File: config.mk
export PLATFORM = sky130hd
export DESIGN_NAME = cgra_output_write_master
export DESIGN_NICKNAME = d
export VERILOG_FILES = /design/src/rtl/cgra_output_write_master.sv
export SDC_FILE = /design/constraint.sdc
export NUM_CORES = 2
export LEC_CHECK = 0
export BUFFER_PORTS_ARGS = -buffer_cell sky130_fd_sc_hd__buf_4
export CORE_MARGIN = 3
export CORE_UTILIZATION = 45
export DETAILED_ROUTE_END_ITERATION = 16
export PLACE_DENSITY = 0.67
export SLEW_MARGIN = 20
export SYNTH_ARGS = -nofsm -noshare
export SYNTH_HDL_FRONTEND = slang
export SYNTH_SLANG_ARGS = --single-unit
export TNS_END_PERCENT = 1
File: constraint.sdc
create_clock -name clk_i -period 6.1 [get_ports clk_i]
set_clock_uncertainty 0.1 [all_clocks]
set_input_delay 0.61 -clock clk_i [delete_from_list [all_inputs] [get_ports clk_i]]
set_output_delay 0.61 -clock clk_i [all_outputs]
set_load 0.03 [all_outputs]
File: src/rtl/cgra_output_write_master.sv
// CGRA result write master: buffers per-node output words, arbitrates round-robin
// and emits single-beat strided AXI-Lite writes on a 64-bit bus, pulsing done_o at the end.
module cgra_output_write_master #(
    parameter int OUTPUT_NODES_NUM  = 4,
    parameter int OUTPUT_FIFO_DEPTH = 4,
    parameter int MAX_OUTSTANDING   = 4
) (
    input  logic                                clk_i,
    input  logic                                rst_ni,
    input  logic                                execute_i,
    input  logic [32*OUTPUT_NODES_NUM-1:0]      data_output_i,
    input  logic [OUTPUT_NODES_NUM-1:0]         data_output_valid_i,
    output logic [OUTPUT_NODES_NUM-1:0]         data_output_ready_o,
    input  logic [OUTPUT_NODES_NUM-1:0][31:0]   data_output_addr_i,
    input  logic [OUTPUT_NODES_NUM-1:0][15:0]   data_output_size_i,
    input  logic [OUTPUT_NODES_NUM-1:0][15:0]   data_output_stride_i,
    output logic                                done_o,
    output logic                                error_o,
    output logic [31:0]                         axi_aw_addr_o,
    output logic [2:0]                          axi_aw_prot_o,
    output logic                                axi_aw_valid_o,
    input  logic                                axi_aw_ready_i,
    output logic [63:0]                         axi_w_data_o,
    output logic [7:0]                          axi_w_strb_o,
    output logic                                axi_w_valid_o,
    input  logic                                axi_w_ready_i,
    input  logic [1:0]                          axi_b_resp_i,
    input  logic                                axi_b_valid_i,
    output logic                                axi_b_ready_o,
    output logic [31:0]                         axi_ar_addr_o,
    output logic [2:0]                          axi_ar_prot_o,
    output logic                                axi_ar_valid_o,
    output logic                                axi_r_ready_o
);
    localparam int NW = (OUTPUT_NODES_NUM > 1) ? $clog2(OUTPUT_NODES_NUM) : 1;
    localparam int PW = (OUTPUT_FIFO_DEPTH > 1) ? $clog2(OUTPUT_FIFO_DEPTH) : 1;
    localparam int CW = $clog2(OUTPUT_FIFO_DEPTH + 1);
    localparam int OW = $clog2(MAX_OUTSTANDING + 1);

    localparam logic [1:0] ST_IDLE = 2'd0;
    localparam logic [1:0] ST_RUN  = 2'd1;
    localparam logic [1:0] ST_DONE = 2'd2;

    logic [1:0]    state_q, state_d;
    logic [NW-1:0] rr_ptr_q, rr_ptr_d;
    logic [OW-1:0] outst_q, outst_d;
    logic          error_q, error_d;
    logic          aw_valid_q, aw_valid_d;
    logic [31:0]   aw_addr_q, aw_addr_d;
    logic          w_valid_q, w_valid_d;
    logic [63:0]   w_data_q, w_data_d;
    logic [7:0]    w_strb_q, w_strb_d;

    logic start, run, aw_free, w_free, grant_any, b_dec, all_done;
    logic [NW-1:0] grant_idx;
    int            arb_idx;
    logic [OUTPUT_NODES_NUM-1:0] grant_vec, fifo_full, fifo_empty, req, node_done;
    logic [OUTPUT_NODES_NUM-1:0][31:0] fifo_head, node_addr;
    logic [31:0] sel_addr, sel_word;

    assign start    = (state_q == ST_IDLE) && execute_i;
    assign run      = (state_q == ST_RUN);
    assign aw_free  = !aw_valid_q || axi_aw_ready_i;
    assign w_free   = !w_valid_q || axi_w_ready_i;
    assign b_dec    = axi_b_valid_i && (outst_q != '0);
    assign all_done = &node_done;

    for (genvar gi = 0; gi < OUTPUT_NODES_NUM; gi++) begin : g_node
        logic [31:0]   mem_q [OUTPUT_FIFO_DEPTH];
        logic [PW-1:0] wr_ptr_q, wr_ptr_d, rd_ptr_q, rd_ptr_d;
        logic [CW-1:0] cnt_q, cnt_d;
        logic [31:0]   base_q, base_d, offs_q, offs_d, pend_q, pend_d, size32;
        logic [15:0]   size_q, size_d, stride_q, stride_d;
        logic          push, pop;

        assign size32                  = {16'd0, size_q};
        assign push                    = data_output_valid_i[gi] && data_output_ready_o[gi];
        assign pop                     = grant_vec[gi];
        assign fifo_full[gi]           = (cnt_q == CW'(OUTPUT_FIFO_DEPTH));
        assign fifo_empty[gi]          = (cnt_q == '0);
        // pend tracks accepted words, offs tracks granted ones; both scaled by stride
        assign data_output_ready_o[gi] = run && !fifo_full[gi] && (pend_q < size32);
        assign req[gi]                 = !fifo_empty[gi] && (offs_q < size32);
        assign node_done[gi]           = (offs_q >= size32);
        assign node_addr[gi]           = base_q + offs_q;
        assign fifo_head[gi]           = mem_q[rd_ptr_q];

        always_comb begin
            wr_ptr_d = wr_ptr_q;
            rd_ptr_d = rd_ptr_q;
            if (push) wr_ptr_d = (wr_ptr_q == PW'(OUTPUT_FIFO_DEPTH - 1)) ? '0 : wr_ptr_q + 1'b1;
            if (pop)  rd_ptr_d = (rd_ptr_q == PW'(OUTPUT_FIFO_DEPTH - 1)) ? '0 : rd_ptr_q + 1'b1;
            cnt_d    = CW'(cnt_q + CW'(push) - CW'(pop));
            base_d   = start ? data_output_addr_i[gi]   : base_q;
            size_d   = start ? data_output_size_i[gi]   : size_q;
            stride_d = start ? data_output_stride_i[gi] : stride_q;
            offs_d   = offs_q;
            pend_d   = pend_q;
            if (start) begin
                offs_d = '0;
                pend_d = '0;
            end else begin
                if (pop)  offs_d = offs_q + {16'd0, stride_q};
                if (push) pend_d = pend_q + {16'd0, stride_q};
            end
        end

        always_ff @(posedge clk_i) begin
            if (!rst_ni) begin
                wr_ptr_q <= '0;
                rd_ptr_q <= '0;
                cnt_q    <= '0;
                base_q   <= '0;
                size_q   <= '0;
                stride_q <= '0;
                offs_q   <= '0;
                pend_q   <= '0;
            end else begin
                wr_ptr_q <= wr_ptr_d;
                rd_ptr_q <= rd_ptr_d;
                cnt_q    <= cnt_d;
                base_q   <= base_d;
                size_q   <= size_d;
                stride_q <= stride_d;
                offs_q   <= offs_d;
                pend_q   <= pend_d;
            end
        end

        always_ff @(posedge clk_i) begin
            if (push) mem_q[wr_ptr_q] <= data_output_i[32*gi +: 32];
        end
    end

    // Round-robin: rr_ptr holds the first node to consider on the next grant
    always_comb begin
        grant_any = 1'b0;
        grant_idx = '0;
        grant_vec = '0;
        arb_idx   = 0;
        if (run && aw_free && w_free && (outst_q < OW'(MAX_OUTSTANDING))) begin
            for (int k = 0; k < OUTPUT_NODES_NUM; k++) begin
                arb_idx = (int'(rr_ptr_q) + k) % OUTPUT_NODES_NUM;
                if (!grant_any && req[arb_idx]) begin
                    grant_any          = 1'b1;
                    grant_idx          = NW'(arb_idx);
                    grant_vec[arb_idx] = 1'b1;
                end
            end
        end
        rr_ptr_d = grant_any ? NW'((int'(grant_idx) + 1) % OUTPUT_NODES_NUM) : rr_ptr_q;
        sel_addr = node_addr[grant_idx];
        sel_word = fifo_head[grant_idx];
    end

    always_comb begin
        aw_valid_d = aw_valid_q && !axi_aw_ready_i;
        aw_addr_d  = aw_addr_q;
        w_valid_d  = w_valid_q && !axi_w_ready_i;
        w_data_d   = w_data_q;
        w_strb_d   = w_strb_q;
        if (grant_any) begin
            aw_valid_d = 1'b1;
            aw_addr_d  = sel_addr & 32'hFFFF_FFF8;
            w_valid_d  = 1'b1;
            w_data_d   = {sel_word, sel_word};
            w_strb_d   = sel_addr[2] ? 8'hF0 : 8'h0F;
        end
        outst_d = OW'(outst_q + OW'(grant_any) - OW'(b_dec));
        error_d = error_q;
        if (start) error_d = 1'b0;
        if (axi_b_valid_i && (axi_b_resp_i != 2'b00)) error_d = 1'b1;
        state_d = state_q;
        case (state_q)
            ST_IDLE: if (execute_i) state_d = ST_RUN;
            ST_RUN:  if (all_done && !aw_valid_q && !w_valid_q && (outst_q == '0)) state_d = ST_DONE;
            default: state_d = ST_IDLE;
        endcase
    end

    always_ff @(posedge clk_i) begin
        if (!rst_ni) begin
            state_q    <= ST_IDLE;
            rr_ptr_q   <= '0;
            outst_q    <= '0;
            error_q    <= 1'b0;
            aw_valid_q <= 1'b0;
            aw_addr_q  <= '0;
            w_valid_q  <= 1'b0;
            w_data_q   <= '0;
            w_strb_q   <= '0;
        end else begin
            state_q    <= state_d;
            rr_ptr_q   <= rr_ptr_d;
            outst_q    <= outst_d;
            error_q    <= error_d;
            aw_valid_q <= aw_valid_d;
            aw_addr_q  <= aw_addr_d;
            w_valid_q  <= w_valid_d;
            w_data_q   <= w_data_d;
            w_strb_q   <= w_strb_d;
        end
    end

    assign done_o         = (state_q == ST_DONE);
    assign error_o        = error_q;
    assign axi_aw_addr_o  = aw_addr_q;
    assign axi_aw_prot_o  = 3'b000;
    assign axi_aw_valid_o = aw_valid_q;
    assign axi_w_data_o   = w_data_q;
    assign axi_w_strb_o   = w_strb_q;
    assign axi_w_valid_o  = w_valid_q;
    assign axi_b_ready_o  = 1'b1;
    assign axi_ar_addr_o  = '0;
    assign axi_ar_prot_o  = 3'b000;
    assign axi_ar_valid_o = 1'b0;
    assign axi_r_ready_o  = 1'b0;
endmodule
* Word level (Yosys, flattened, before mapping)
Memories as Yosys holds them, arrays and structs flattened. A register that Yosys moved wholly into a read port is not among the register bits.
Index checks and enable logic that the tools add are counted.
** Storage, ports and cells
- Register bits :: 651
- Memory bits (writable) :: 512
- Input port bits :: 396
- Word-level logic and storage cells :: 266
- Memories :: 4
** Cells by class
- $add $sub $neg :: 34
- Magnitude comparators :: 22
- Eq/ne operators :: 16
- Muxes and demuxes :: 76
- Bitwise operators :: 7
- Reductions and logical operators :: 66
** Memories
- g_node[0].mem_q :: depth 4, bits a word 32, read ports 1, clocked after memory_dff 1, write ports 1, RTL line 69 : logic [31:0] mem_q [OUTPUT_FIFO_DEPTH];
- g_node[1].mem_q :: depth 4, bits a word 32, read ports 1, clocked after memory_dff 1, write ports 1, RTL line 69
- g_node[2].mem_q :: depth 4, bits a word 32, read ports 1, clocked after memory_dff 1, write ports 1, RTL line 69
- g_node[3].mem_q :: depth 4, bits a word 32, read ports 1, clocked after memory_dff 1, write ports 1, RTL line 69
** Operators with widths (count)
- $add A32 B16 Y32 :: 8
- $lt A32 B16 Y1 :: 8
- $add A32 B32 Y32 :: 4
- $bmux W32 S2 :: 2
- $ge A32 B16 Y1 :: 4
- $mux W32 :: 2
- $mux W2 :: 23
- $logic_and A1 B1 Y1 :: 34
- $mux W4 :: 8
- $mux W1 :: 31
- $add A2 B1 Y2 const B :: 10
- $eq A2 B2 Y1 const B :: 9
- $add A3 B1 Y3 :: 5
- $logic_not A1 Y1 :: 15
- $logic_not A3 Y1 :: 5
- $sub A3 B1 Y3 :: 5
- $eq A3 B3 Y1 const B :: 4
- $lt A3 B4 Y1 const B :: 3
- $or A4 B4 Y4 :: 3
- $ge A3 B1 Y1 const B :: 3
- $bmux W1 S2 :: 4
- $demux W1 S2 :: 4
- $mux W8 :: 1
- $reduce_or A2 Y1 :: 4
- other kinds (16) :: 22

* Logic depth before layout (Yosys ltp)
- Depth after elaboration :: 22
- Mapped depth :: 20
- Mapped depth without buffers :: 19

* Worst setup path before layout
Ideal clock, no wire load.
- Kind :: register -> register
- From :: reg g_node[3].pend_q[1]
- To :: reg g_node[3].cnt_q[2]
- Setup time :: 0.128 ns
- Data arrival time :: 4.715 ns
- Data required time :: 5.872 ns
- Setup slack :: 1.158 ns
- Cell stages (with the launch flop) :: 20
- Buffers on the path :: 1
- Clock period less this slack :: 4.942 ns
- Cell sequence :: dfxtp_1 ha_1 a21o_1 a21o_1 a21o_1 a21o_1 a2111oi_0 nor4_1 nor4_1 and2_1 buf_2 inv_1 ha_1 inv_1 ha_1 inv_1 fa_1 xor2_1 xnor2_1 nor2_1
** Between the ends
- Word-level cells in the longest chain between the ends :: 5
** Ends and longest elaborated chain
- start: declaration :: RTL line 72 : logic [31:0] base_q, base_d, offs_q, offs_d, pend_q, pend_d, size32;
- start signal: assignment :: RTL line 126 : pend_q <= pend_d;
- $lt A32 B16 Y1 :: RTL line 82 : assign data_output_ready_o[gi] = run && !fifo_full[gi] && (pend_q < size32);
- $logic_and A1 B1 Y1 :: RTL line 82
- via data_output_ready_o[3] :: RTL line 13 : output logic [OUTPUT_NODES_NUM-1:0] data_output_ready_o,
- $logic_and A1 B1 Y1 :: RTL line 77 : assign push = data_output_valid_i[gi] && data_output_ready_o[gi];
- $add A3 B1 Y3 :: RTL line 93 : cnt_d = CW'(cnt_q + CW'(push) - CW'(pop));
- $sub A3 B1 Y3 :: RTL line 93
- end signal: assignment :: RTL line 121 : cnt_q <= cnt_d;
- end: declaration :: RTL line 71 : logic [CW-1:0] cnt_q, cnt_d;
The timed path passes the listed nets, and every way through them passes these cells.
A chain may end at the register's enable or synchronous reset.

* Final worst setup path
- From :: reg g_node[3].offs_q[11]
- To :: reg aw_addr_q[8] (netlist: axi_aw_addr_o[8])
** Between the ends
- Word-level cells in the longest chain between the ends :: 20
** Ends and longest elaborated chain
- start: declaration :: RTL line 72
- start signal: assignment :: RTL line 125 : offs_q <= offs_d;
- $lt A32 B16 Y1 * :: RTL line 83 : assign req[gi] = !fifo_empty[gi] && (offs_q < size32);
- $logic_and A1 B1 Y1 * :: RTL line 83
- $bmux W1 S2 :: RTL line 144 : if (!grant_any && req[arb_idx]) begin
- $mux W1 (not written as such) :: RTL line 144
- $mux W1 :: RTL line 144
- $mux W1 :: RTL line 141 : if (run && aw_free && w_free && (outst_q < OW'(MAX_OUTSTANDING))) begin
- $logic_not A1 Y1 :: RTL line 144
- $logic_and A1 B1 Y1 :: RTL line 144
- (+4 left out)
- $mux W1 :: RTL line 144
- $mux W1 :: RTL line 141
- $logic_not A1 Y1 :: RTL line 144
- $logic_and A1 B1 Y1 :: RTL line 144
- $mux W2 :: RTL line 144
- $mux W2 :: RTL line 141
- $bmux W32 S2 :: RTL line 152 : sel_addr = node_addr[grant_idx];
- $mux W32 (not written as such) :: RTL line 152
- end signal: assignment :: RTL line 198 : aw_addr_q <= aw_addr_d;
- end: declaration :: RTL line 49 : logic [31:0] aw_addr_q, aw_addr_d;
Every way passes the cells marked *; elsewhere a longest branch is shown, timed or not. The select of a mux whose other input is x is not followed.

==> impl_results.md <==
- Area contributors post-synth: edfxtp_1 28%, dfxtp_1 22%, ha_1 9.2%
- Arr. time, crit path: between 5 and 6 ns
- Avg WL per Cell: approximately 23 um
- Resize count post-CTS: 0
- Top_reg_cell synth: dfxtp_1
- TritonCTS Sinks: 1133
- Synthesized area per cell: about 11 um2
- Row cnt: around 130
- FFs w/ async S/R, synth: 0%
- Deepest clock path buffer count: 3
- Initial drt markers: between 3000 and 4000
- Critical path peak fanout: between 40 and 50
- Post-synthesis cell area: 55800 um2
- Max cap viols: 0
- Pin count of the biggest net entering global routing: roughly 100
- Distinct cells, synth: 87
- CP endpoint kind: flip-flop
- Initial antenna violation count: 38
- Grt ovf: 0
- P per Cell Area: ~330 nW/um2
- Post-synth EDFFs: about 500
- Final RePlAce weighted congestion: 0.959
- GRT Util Overall: between 20% and 30%
- Share of layout cells above drive strength 1: about 16%
- Top Usage Layer GRT: met2
- Combinational power share: about 27%
- Vias in the first global route: 41500
- Port Buf Inserts: about 500
- CTS H-tree lvls: 3
- # nets final: around 6600
- Post-DP HPWL: about 120 mm
- Antenna-violating nets left: 0
- DR pass1 iterations: 5
- DIE WIDTH: between 300 and 400 um
- TNS Setup: 0 ns
- Worst Tran Pin Value: 1.19 ns
- Vias per cell: 5.61
- Syn. warnings: 0
- Synthesized instance count: approximately 5000
- Chip Height: around 360 um
- Synth Register Bits: approximately 1100
- Commonest cells in the netlist: 621 x dfxtp_1, 512 x edfxtp_1, 410 x ha_1
- Sequential fraction of the synthesis area: roughly half
- Area share of the largest cell type after synthesis: around 28%
- RSZ-0062 raised after global routing: no
- Crit path time final: roughly 5 ns
- Overall power: 22500 uW
- Crit Path Category: reg2reg
- Post-route DRC: 0
- Sw Share: between 30% and 40%
- Met2 GRT Util: approximately 44%
- Switching pwr: 7390 uW
- M3 GR Usage: around 5.8%
- CTS Buf Count: 120
- Leading area contributor after synthesis: edfxtp_1
- Min-Delay Path Class: in2reg
- First-pass GRT wire length: ~260 mm
- Final wirelength: roughly 170 mm
- Detailed-route via count: 42400
- Fin. Hold Viols: 0
- Peak VDD IR: 364 uV
- Die area: between 100000 and 150000 um2
- Endpoints failing setup: 0
- Global routing usage on met1: 34.3%
- Clock network power share: 33.6%
- Clock Latency Late Sink: just under 0.8 ns
- Clk pin slew, worst setup/hold paths: 0.06 ns
- Final Max Tran Viols: 0
- Crit start category: flip-flop
- Filler Cells Inserted: ~10000
- Relative slew slack: around 20%
- Pint: around 15000 uW
- I/O pin total: between 500 and 600
- Leak pwr: 0.0280 uW
- CORE AREA: 123000 um2
- Cell with the most instances after synthesis: dfxtp_1
- Starting density of the core: ~46%
- Outcome: finished clean
- Tcrit/Tclk final: between 80% and 90%
- CP required: between 6 and 7 ns
- Part of the power in registers: roughly 40%
- Area Growth Syn to Fin: 23.4%
- Max Fclk: 199 MHz
- Clk root buf: clkbuf_16
- CTS tree: yes
==> power groups by stage <==
stage	registers (uW)	logic [uW]	clock network [uW]
detailed placement	8980	5820	0
global placement	8970	5770	0
global route	8860	6490	8000
CTS	8830	6050	7670
finish	8840	6080	7570
floorplan	9010	3660	0
==> final timing paths <==
check             cells past startpoint  slack [ns]                              start                                 to
setup / recovery                     11        1.07  g_node[3].offs_q[11]$_SDFFE_PP0N_      axi_aw_addr_o[8]$_SDFFE_PN0P_
hold / removal                        3        0.05             data_output_size_i[46]  g_node[2].size_q[14]$_SDFFE_PN0P_
setup reg to reg                     11        1.07  g_node[3].offs_q[11]$_SDFFE_PP0N_      axi_aw_addr_o[8]$_SDFFE_PN0P_
hold reg to reg                       2        0.34               error_o$_SDFFE_PN0P_               error_o$_SDFFE_PN0P_
==> routing by layer <==
metal / share of wire, % / wire length (um)
met5: 0.057 / 98
met4: 2.6 / 4540
met3: 7.9 / 13700
met2: 48 / 83100
met1: 41 / 71600
==> registers in the layout (all words and copies together) (netlist names), 2 cells and up, named ones only <==
name	flops
g_node.base_q	128
g_node.rd_ptr_q	8
g_node.pend_q	128
g_node.cnt_q	12
rr_ptr_q	2
g_node.offs_q	128
g_node.stride_q	64
g_node.size_q	64
g_node.wr_ptr_q	8
g_node.mem_q	512
axi_aw_addr_o	29
outst_q	3
axi_w_strb_o	2
state_q	2
axi_w_data_o	32
==> final cells by class <==
class                   count  area, um2  area share, %
multi-input cells        3428      26200           38.0
clock buffers             155       3280           4.76
diodes                     31       77.6          0.113
inverters                 175        657          0.953
flip-flops and latches   1133      27800           40.4
well taps                1625       2030           2.95
repair buffers            941       8050           11.7
clock inverters            71        808           1.17
==> repair_timing <==
action	in CTS	in global routing
setup buffers	0	0
hold endpoints to repair	756	0
hold buffers	372	0
setup endpoints to repair	0	0
==> cells by family (layout without fill, tap and decap cells) <==
family,after synthesis,count (layout),share of synthesized area (%)
fa+ha+maj,423,423,9.65
xor+xnor,236,236,3.70
flops,1133,1133,49.8
buf+inv,461,1342,3.75
mux,310,310,8.59
compound gates,1092,1092,13.1
simple gates,1323,1323,11.4
other cells,2,75,0.0134
==> through the flow <==
step                std cells  instance area (um2)  utilization (%)  hold WS [ns]  worst slack [ns]
global route             7539                68800             56.2        0.0112             0.740
detailed placement       6930                61000             49.8         0.332              1.17
finish                   7559                68900             56.2        0.0513              1.07
floorplan                5022                56000                -         0.320              1.16
global placement         6930                61000             49.8         0.330              1.22
CTS                      7528                68800             56.2      0.000151              1.12
==> cell usage in the layout, fill, tap and decap left out, types with 71 or more instances in the layout <==
cell type      Yosys  layout
mux4_2           132     132
clkbuf_16          0     123
a21o_1            78      78
edfxtp_1         512     512
mux2i_1          143     143
and2_1            86      86
xnor2_1          132     132
o21ai_0          222     222
nand2_1          389     387
ha_1             410     410
buf_4             83     564
nand4_1           71      71
a21oi_1          272     271
xor2_1           104     104
dfxtp_1          621     617
inv_1            172     172
a22o_1           193     193
nand3_1          113     113
dlygate4sd3_1      0     372
nor2_1           311     309
nor3_1            93      93
==> critical path, stage by stage (launching register included) <==
cell and delay (ns):
dfxtp_1 0.44, ha_1 0.30, a21oi_1 0.14, o21ai_0 0.16
a2111oi_1 0.79, and4_1 0.53, mux4_2 0.51, or3_4 0.21
a31o_2 0.84, a311oi_1 0.21, or4_1 0.52, a21oi_1 0.14
(Power assumes the default switching activity.)
